## config.mk

```make
export PLATFORM = sky130hd
export DESIGN_NAME = sprite_motion_ctrl
export DESIGN_NICKNAME = d
export VERILOG_FILES = /design/src/rtl/sprite_motion_ctrl.sv
export SDC_FILE = /design/constraint.sdc
export NUM_CORES = 1
export LEC_CHECK = 0
export ABC_AREA = 1
export BUFFER_PORTS_ARGS = -buffer_cell sky130_fd_sc_hd__clkbuf_2
export CAP_MARGIN = 25
export CELL_PAD_IN_SITES_DETAIL_PLACEMENT = 0
export CELL_PAD_IN_SITES_GLOBAL_PLACEMENT = 1
export CORE_MARGIN = 4
export CORE_UTILIZATION = 25
export DETAILED_ROUTE_END_ITERATION = 16
export PLACE_DENSITY = 0.56
export SYNTH_ARGS = -nofsm -noshare
export SYNTH_HDL_FRONTEND = slang
export SYNTH_SLANG_ARGS = --single-unit
```

## constraint.sdc

```tcl
create_clock -name clk -period 2.4 [get_ports clk]
set_input_delay 0.36 -clock clk [delete_from_list [all_inputs] [get_ports clk]]
set_output_delay 0.36 -clock clk [all_outputs]
set_load 0.02 [all_outputs]
```

## src/rtl/sprite_motion_ctrl.sv

```systemverilog
// -----------------------------------------------------------------------------
// sprite_motion_ctrl
//
// Per-frame motion sequencer for the sprite renderers. On every rising edge of
// vsync it walks the sprite slots, one slot per clock. Each slot moves by STEP
// pixels on both axes and bounces off the screen edges. The resulting
// positions feed the renderers' sprite_x / sprite_y inputs.
//
// Optional feature macro: SPRITE_COLLISION_EN
//   defined   - overlapping 'drawing' pulses are latched over the frame. A
//               sprite flagged in 'collided' has both directions reversed
//               before its next step.
//   undefined - no collision logic; 'collided' is tied to 0 and 'drawing' is
//               ignored.
//
// Ports
//   clk          in   pixel clock, rising edge
//   reset        in   synchronous, active-low reset
//   vsync        in   vertical sync (same signal the renderers see)
//   pause        in   high suppresses position updates for that frame
//   drawing      in   [N_SPRITES]     per-slot renderer 'drawing' outputs
//   sprite_x     out  [10*N_SPRITES]  slot i at bits [10i+9:10i]
//   sprite_y     out  [10*N_SPRITES]  same packing as sprite_x
//   busy         out  high during the update sequence (UPDATE + DONE)
//   frame_count  out  [16] completed update sequences, wraps
//   collided     out  [N_SPRITES]     per-slot collision flags, previous frame
// -----------------------------------------------------------------------------
module sprite_motion_ctrl #(
  parameter int N_SPRITES = 4,
  parameter int H_RES     = 640,
  parameter int V_RES     = 480,
  parameter int SPRITE_W  = 32,
  parameter int SPRITE_H  = 32,
  parameter int STEP      = 2
) (
  input  logic                    clk,
  input  logic                    reset,
  input  logic                    vsync,
  input  logic                    pause,
  input  logic [N_SPRITES-1:0]    drawing,
  output logic [10*N_SPRITES-1:0] sprite_x,
  output logic [10*N_SPRITES-1:0] sprite_y,
  output logic                    busy,
  output logic [15:0]             frame_count,
  output logic [N_SPRITES-1:0]    collided
);

  localparam int X_MAX = H_RES - SPRITE_W;
  localparam int Y_MAX = V_RES - SPRITE_H;
  localparam int IDX_W = (N_SPRITES > 1) ? $clog2(N_SPRITES) : 1;
  localparam logic [10:0] X_LIM = 11'(X_MAX);
  localparam logic [10:0] Y_LIM = 11'(Y_MAX);
  localparam logic [IDX_W-1:0] LAST_IDX = IDX_W'(N_SPRITES - 1);

  typedef enum logic [1:0] {
    S_IDLE   = 2'd0,
    S_UPDATE = 2'd1,
    S_DONE   = 2'd2
  } state_t;

  state_t              state_q, state_d;
  logic [IDX_W-1:0]    idx_q, idx_d;
  logic [15:0]         frame_count_q, frame_count_d;
  logic                vsync_q;
  logic                trigger;
  logic                upd_en;

  logic [9:0]          x_q [N_SPRITES];
  logic [9:0]          y_q [N_SPRITES];
  logic [N_SPRITES-1:0] dx_neg_q;
  logic [N_SPRITES-1:0] dy_neg_q;

  logic [9:0]          rst_x [N_SPRITES];
  logic [9:0]          rst_y [N_SPRITES];
  logic [N_SPRITES-1:0] rst_dx_neg;

  // Slot being updated this cycle and its freshly stepped state.
  logic                flip;
  logic                dx_eff, dy_eff;
  logic [10:0]         x_step, y_step;

  assign trigger = vsync & ~vsync_q;

  // Returns {new_dir_neg, new_pos}. The position is widened to 11 bits so the
  // edge comparisons cannot wrap.
  function automatic logic [10:0] step_axis(input logic [9:0]  pos,
                                            input logic        neg,
                                            input logic [10:0] lim);
    logic [10:0] ext;
    logic [10:0] sum;
    logic [10:0] res;
    ext = {1'b0, pos};
    sum = ext + 11'(STEP);
    if (!neg) begin
      if (sum > lim) res = {1'b1, lim[9:0]};
      else           res = {1'b0, sum[9:0]};
    end else begin
      if (ext < 11'(STEP)) res = {1'b0, 10'd0};
      else                 res = {1'b1, 10'(ext - 11'(STEP))};
    end
    return res;
  endfunction

  // Per-slot reset constants and output packing.
  for (genvar gi = 0; gi < N_SPRITES; gi++) begin : g_slot
    assign rst_x[gi]      = 10'((64 + 128 * gi) % (X_MAX + 1));
    assign rst_y[gi]      = 10'((64 + 64 * gi) % (Y_MAX + 1));
    assign rst_dx_neg[gi] = ((gi % 2) == 1);
    assign sprite_x[10*gi +: 10] = x_q[gi];
    assign sprite_y[10*gi +: 10] = y_q[gi];
  end

  // ---------------------------------------------------------------------------
  // Sequencer FSM
  // ---------------------------------------------------------------------------
  always_ff @(posedge clk) begin
    if (!reset) begin
      state_q       <= S_IDLE;
      idx_q         <= '0;
      frame_count_q <= '0;
      vsync_q       <= 1'b0;
    end else begin
      state_q       <= state_d;
      idx_q         <= idx_d;
      frame_count_q <= frame_count_d;
      vsync_q       <= vsync;
    end
  end

  always_comb begin
    state_d       = state_q;
    idx_d         = idx_q;
    frame_count_d = frame_count_q;
    busy          = 1'b0;
    upd_en        = 1'b0;
    case (state_q)
      S_IDLE: begin
        if (trigger && !pause) begin
          state_d = S_UPDATE;
          idx_d   = '0;
        end
      end
      S_UPDATE: begin
        busy   = 1'b1;
        upd_en = 1'b1;
        if (idx_q == LAST_IDX) state_d = S_DONE;
        else                   idx_d   = idx_q + 1'b1;
      end
      S_DONE: begin
        busy          = 1'b1;
        frame_count_d = frame_count_q + 16'd1;
        state_d       = S_IDLE;
      end
      default: state_d = S_IDLE;
    endcase
  end

  assign frame_count = frame_count_q;

  // ---------------------------------------------------------------------------
  // Collision latch
  // ---------------------------------------------------------------------------
`ifdef SPRITE_COLLISION_EN
  logic [N_SPRITES-1:0] latch_q, latch_d;
  logic [N_SPRITES-1:0] collided_q, collided_d;
  logic                 multi_hit;

  // More than one bit set <=> clearing the lowest set bit leaves something.
  assign multi_hit = |(drawing & (drawing - 1'b1));

  always_ff @(posedge clk) begin
    if (!reset) begin
      latch_q    <= '0;
      collided_q <= '0;
    end else begin
      latch_q    <= latch_d;
      collided_q <= collided_d;
    end
  end

  always_comb begin
    latch_d    = latch_q;
    collided_d = collided_q;
    if (state_q == S_IDLE && trigger) begin
      // Paused or not, the frame boundary publishes and restarts the latch.
      collided_d = latch_q;
      latch_d    = '0;
    end else if (state_q != S_UPDATE && multi_hit) begin
      latch_d = latch_q | drawing;
    end
  end

  assign collided = collided_q;
  assign flip     = collided_q[idx_q];
`else
  logic unused_drawing;
  assign unused_drawing = ^drawing;
  assign collided       = '0;
  assign flip           = 1'b0;
`endif

  // ---------------------------------------------------------------------------
  // Slot datapath: one shared stepper, muxed by the slot index.
  // ---------------------------------------------------------------------------
  assign dx_eff = dx_neg_q[idx_q] ^ flip;
  assign dy_eff = dy_neg_q[idx_q] ^ flip;
  assign x_step = step_axis(x_q[idx_q], dx_eff, X_LIM);
  assign y_step = step_axis(y_q[idx_q], dy_eff, Y_LIM);

  always_ff @(posedge clk) begin
    if (!reset) begin
      for (int i = 0; i < N_SPRITES; i++) begin
        x_q[i] <= rst_x[i];
        y_q[i] <= rst_y[i];
      end
      dx_neg_q <= rst_dx_neg;
      dy_neg_q <= '0;
    end else if (upd_en) begin
      x_q[idx_q]      <= x_step[9:0];
      y_q[idx_q]      <= y_step[9:0];
      dx_neg_q[idx_q] <= x_step[10];
      dy_neg_q[idx_q] <= y_step[10];
    end
  end

endmodule

```

After elaboration in Yosys (flattened, before gate mapping)
Memories as Yosys holds them, arrays and structs flattened. A register that Yosys moved wholly into a read port is not among the register bits.
Index checks and enable logic that the tools add are counted.

cells by class
  $add $sub $neg = 6
  $lt $le $gt $ge = 6
  equality and inequality tests = 6
  multiplexer cells = 36
  bitwise gates (word level) = 2
  reduce and logical (&&, ||, !) cells = 10

operators by type and width
  cell                     number
  $mux W11                 6
  $add A10 B2 Y11 const B  2
  $lt A10 B2 Y1 const B    2
  $mux W10                 2
  $mux W2                  10
  $reduce_or A10 Y1        2
  $sub A10 B2 Y10 const B  2
  $add A16 B1 Y16 const B  1
  $gt A11 B10 Y1 const B   1
  $gt A11 B9 Y1 const B    1
  $mux W1                  11
  $bwmux W4                2
  $pmux W2 S2              2
  $ne A2 B2 Y1 const B     3
  $bmux W1 S2              2
  $eq A2 B2 Y1 const B     2
  $lt A2 B3 Y1 const B     1
  $reduce_and A3 Y1        1
  $add A2 B1 Y2 const B    1
  $demux W1 S2             1
  $eq A2 B1 Y1 const B     1
  $ge A2 B1 Y1 const B     1
  $logic_and A1 B1 Y1      2
  $logic_not A2 Y1         1
  other kinds (6)          6

storage, ports and cells
  register bits = 29
  memory bits (writable) = 80
  word-level logic and storage cells = 74
  memories kept = 2

memory list
  name  depth  bits a word  read ports  clocked after Yosys merged registers in  wr ports  line  text
  x_q   4      10           5           1                                        4         68    logic [9:0] x_q [N_SPRITES];
  y_q   4      10           5           1                                        4         69    logic [9:0] y_q [N_SPRITES];

Depth between registers and ports, before layout
  depth after elaboration = 7
  depth in mapped cells = 20
  mapped depth without buffers = 19

Worst setup path after synthesis
OpenSTA, ideal clock, no wires.

  kind = register to register
  start = register state_q[1]
  end = memory x_q[2][0], enable pin
  library setup time = 0.377 ns
  data arrival time = 2.180 ns
  required time = 2.023 ns
  setup slack = -0.157 ns
  stages on the path, launching flop included = 11
  path buffers = 2
  clock period less this slack = 2.557 ns
  cell sequence = dfxtp_1 -> inv_1 -> ha_1 -> clkbuf_1 -> nand2_1 -> nor2_1 -> inv_1 -> nor2_1 -> clkinv_1 -> buf_6 -> nand2_1

RTL lines
  element                 line  text
  from (decl)             61    state_t state_q, state_d;
  from (signal assigned)  123   state_q <= state_d;
  to (decl)               68

==> summary.txt <==
CTS
  – Num Clock Sinks: 111
  – Skew-Pair Late Insertion Delay: 360 ps
  – TritonCTS buffer count: 9
  – CTS tree: built
  – Clock transition at path regs: 80 ps
  – H-tree depth: 3
  – Hold-fix buffers, CTS: 0
  – Clock Path Buffers: 2
  – Root Buffer: clkbuf_16

Synthesis
  – Post-synth top flop: edfxtp_1
  – FF+latch count, synth: 111
  – Cell variety after synth: 43
  – Mapped Area: 6332 µm²
  – EDFF count, synth: 80
  – Asr flop ratio synth: 0%
  – YS warnings: 0
  – Syn Inst Count: 784
  – Seq/Total Area, Yosys: 47.74%
  – Mean Syn Cell Area: 8.077 µm²

Route
  – Wirelength per Cell: 16.40 µm
  – Via density: 4.441
  – Drc violations: 0
  – Remaining antenna violation count: 0
  – Drt total wl: 21.67 mm
  – Initial DRC Count: 239
  – Vias post-DR: 5866
  – First-pass detailed-route iteration total: 5

Timing
  – Final period demand of the worst path: 2498 ps
  – Slew Viols, Final: 0
  – Setup TNS: -2664 ps
  – Clk_skew: 9.341 ps
  – Final Worst Setup Slack: -97.83 ps
  – Slew @ Worst Pin: 604.7 ps
  – RSZ-0062 raised after global routing: yes
  – Final setup fails: 55
  – Count of final hold-check violations: 0
  – Max frequency: 0.4003 GHz
  – Tcrit/Tclk final: 104.1%
  – WHS: 213.3 ps
  – Max-slew headroom: 59.38%

Placement
  – Post-DP Area: 7805 µm²
  – Hpwl dp: 15.81 mm
  – IO Port Bufs: 100
  – Gpl congestion: 0.8297

Floorplanning
  – IO Pins: 109
  – Chip width: 167.2 µm
  – Initial Util: 25.74%
  – Die Footprint: 27940 µm²
  – Die height: 167.2 µm
  – Core Area: 24600 µm²
  – Row count: 57

Setup path
  – Startpoint Class: register
  – CP Data Arrival Time: 2610 ps
  – CP Max Fanout: 10
  – CP max stage cell: dfxtp_4
  – CP max stage delay: 440 ps
  – Setup CP Type: register to register
  – CP dominant cell by count: buf_4
  – Cell breakdown of the critical path: clkinv_8 > buf_4 > buf_4 > nand2_1 > nand3_1 > nand2_1 > inv_1 > nand2_2 > nand2_4 > buf_4 > buf_4 > nand2_4 > o21ai_4 > nor2_4 > nor2_1
  – CP required: 2510 ps
  – Crit path capture type: register

Cells and area
  – Final Cell Area: 9190 µm²
  – # nets final: 1012
  – Area delta synth->final: 45.13%
  – N_diodes: 0
  – Commonest cells after routing, fill and taps aside: nand2_1 (167), clkbuf_2 (100), buf_4 (96)
  – Most common cell after layout, fill and taps aside: nand2_1
  – Share of cells above drive strength 1: 43.63%

Global routing
  – Largest net degree at the start of global routing: 19
  – Initial antenna violation count: 0
  – GR peak layer: met2
  – Global-route wire length before repair: 32.63 mm
  – GR Util All Layers: 14.91%
  – Met3 GRT Util: 2.475%
  – Grt ovf: 0
  – Vias in the first global route: 5663
  – Met1 usage: 20.56%
  – Met2 Usage GRT: 24.62%

Power and ir drop
  – Psw: 0.003748 W
  – P per Cell Area: 945.8 nW/µm²
  – Clock network power share: 18.1%
  – P_leak: 4.032 nW
  – Worst vdd ir: 0.3697 mV
  – Seq pwr share: 26.8%
  – Combinational share of power: 55.1%
  – Sw frac: 43.11%
  – Int Pwr: 0.004945 W

Hold path
  – Hold WC Path Type: input pin to register

Outcome
  – Failing checks: negative setup slack
  – Status: finished with violations

Run
  – MaxCap Viol Count: 0
-- per-stage QoR --
stage | setup slack [ps] | instances | utilization, % | total power [W]
final | -97.83 | 1321 | 37.35 | 0.008692
after CTS | -83.13 | 1304 | 34.34 | 0.007842
after detailed placement | -174.6 | 1273 | 31.72 | 0.005853
after global routing | -266.3 | 1321 | 37.35 | 0.009226
after global placement | -144.7 | 1273 | 31.72 | 0.005860
after floorplan | 6.122 | 787 | - | 0.004451
-- cell type report --
cell class                 instances  area, µm²
clock buffer                      13      282.8
clock inverter                     3      22.52
fill                            2589      15410
inverter                          95      384.1
multi-input combinational        556       3492
sequential                       111       3027
tap                              324      405.4
timing repair buffer             219       1577
-- registers in the layout (all words and copies together), names as in the netlist, named ones only --
register and count:
dx_neg_q 4, frame_count 16, vsync_q 1, state_q 2, dy_neg_q 4, y_q 40
x_q 40, idx_q 2
-- logic make-up (layout without fill, tap and decap cells) --
family / count (synthesis) / count (layout) / synth area share, %
other cells: 1 / 4 / 0.05922
simple gates: 436 / 436 / 30.84
flops: 111 / 111 / 47.74
xor+xnor: 16 / 16 / 2.213
fa+ha+maj: 12 / 12 / 2.371
buf+inv: 120 / 330 / 8.970
compound gates: 88 / 88 / 7.805
-- what timing repair did --
action,4_1_cts,5_1_grt
setup endpoints to repair,80,90
cloned,1,1
resized for setup,50,154
setup buffers,16,17
pin swaps,24,51
-- path summary, 6_finish.rpt --
path,startpoint,end,slack (ps),cells after the start
min reg2reg,frame_count[15]$_SDFFE_PN0N_,frame_count[15]$_SDFFE_PN0N_,470,2
min,vsync,vsync_q$_SDFF_PN0_,210,3
max reg2reg,register,x_q[2][9]$_SDFFCE_PN0P_,-100,15
max,register,x_q[2][9]$_SDFFCE_PN0P_,-100,15
-- power by group through the flow --
| stage | Sequential [W] | Clock [W] | Combinational [W] |
|---|---|---|---|
| CTS | 0.00233 | 0.00162 | 0.00390 |
| global placement | 0.00236 | 0 | 0.00350 |
| detailed placement | 0.00236 | 0 | 0.00349 |
| finish | 0.00233 | 0.00158 | 0.00479 |
| floorplan | 0.00246 | 0 | 0.00199 |
| global route | 0.00235 | 0.00169 | 0.00519 |
-- critical path, delay by kind of cell (launching register included) --
family | cells | cell delay (ps)
AOI/OAI and AO/OA | 1 | 60
and+or+nand+nor | 8 | 900
DFF | 1 | 440
buffers and inverters | 6 | 840
-- synth_stat cells (2+ instances only) --
master      n  area (µm²)
a21oi_1    53       265.3
a21oi_2     5       43.79
a22oi_1     2       15.01
buf_4       9       67.56
buf_6      10       112.6
clkbuf_1    4       15.01
clkinv_1    2       7.510
dfxtp_1    31       620.6
edfxtp_1   80        2402
ha_1       12       150.1
inv_1      79       296.5
inv_2      13       48.80
nand2_1   215       807.0
nand2_2    27       168.9
nand2_4     2       22.52
nand3_1    66       330.3
nand3_2     8       80.08
nand4_1     3       18.77
nor2_1     84       315.3
nor2_2     12       75.07
nor2_4      3       33.78
nor3_1     10       50.05
o21ai_0    16       80.08
o21ai_1     5       25.02
xnor2_1     2       17.52
xor2_1     14       122.6
-- metal layers --
layer	share of wire, %	wire [µm]
met1	47	10190
met5	0	0
met4	1.2	257
met2	47	10230
met3	4.6	996
No activity file was read; power rests on OpenSTA's default activity.
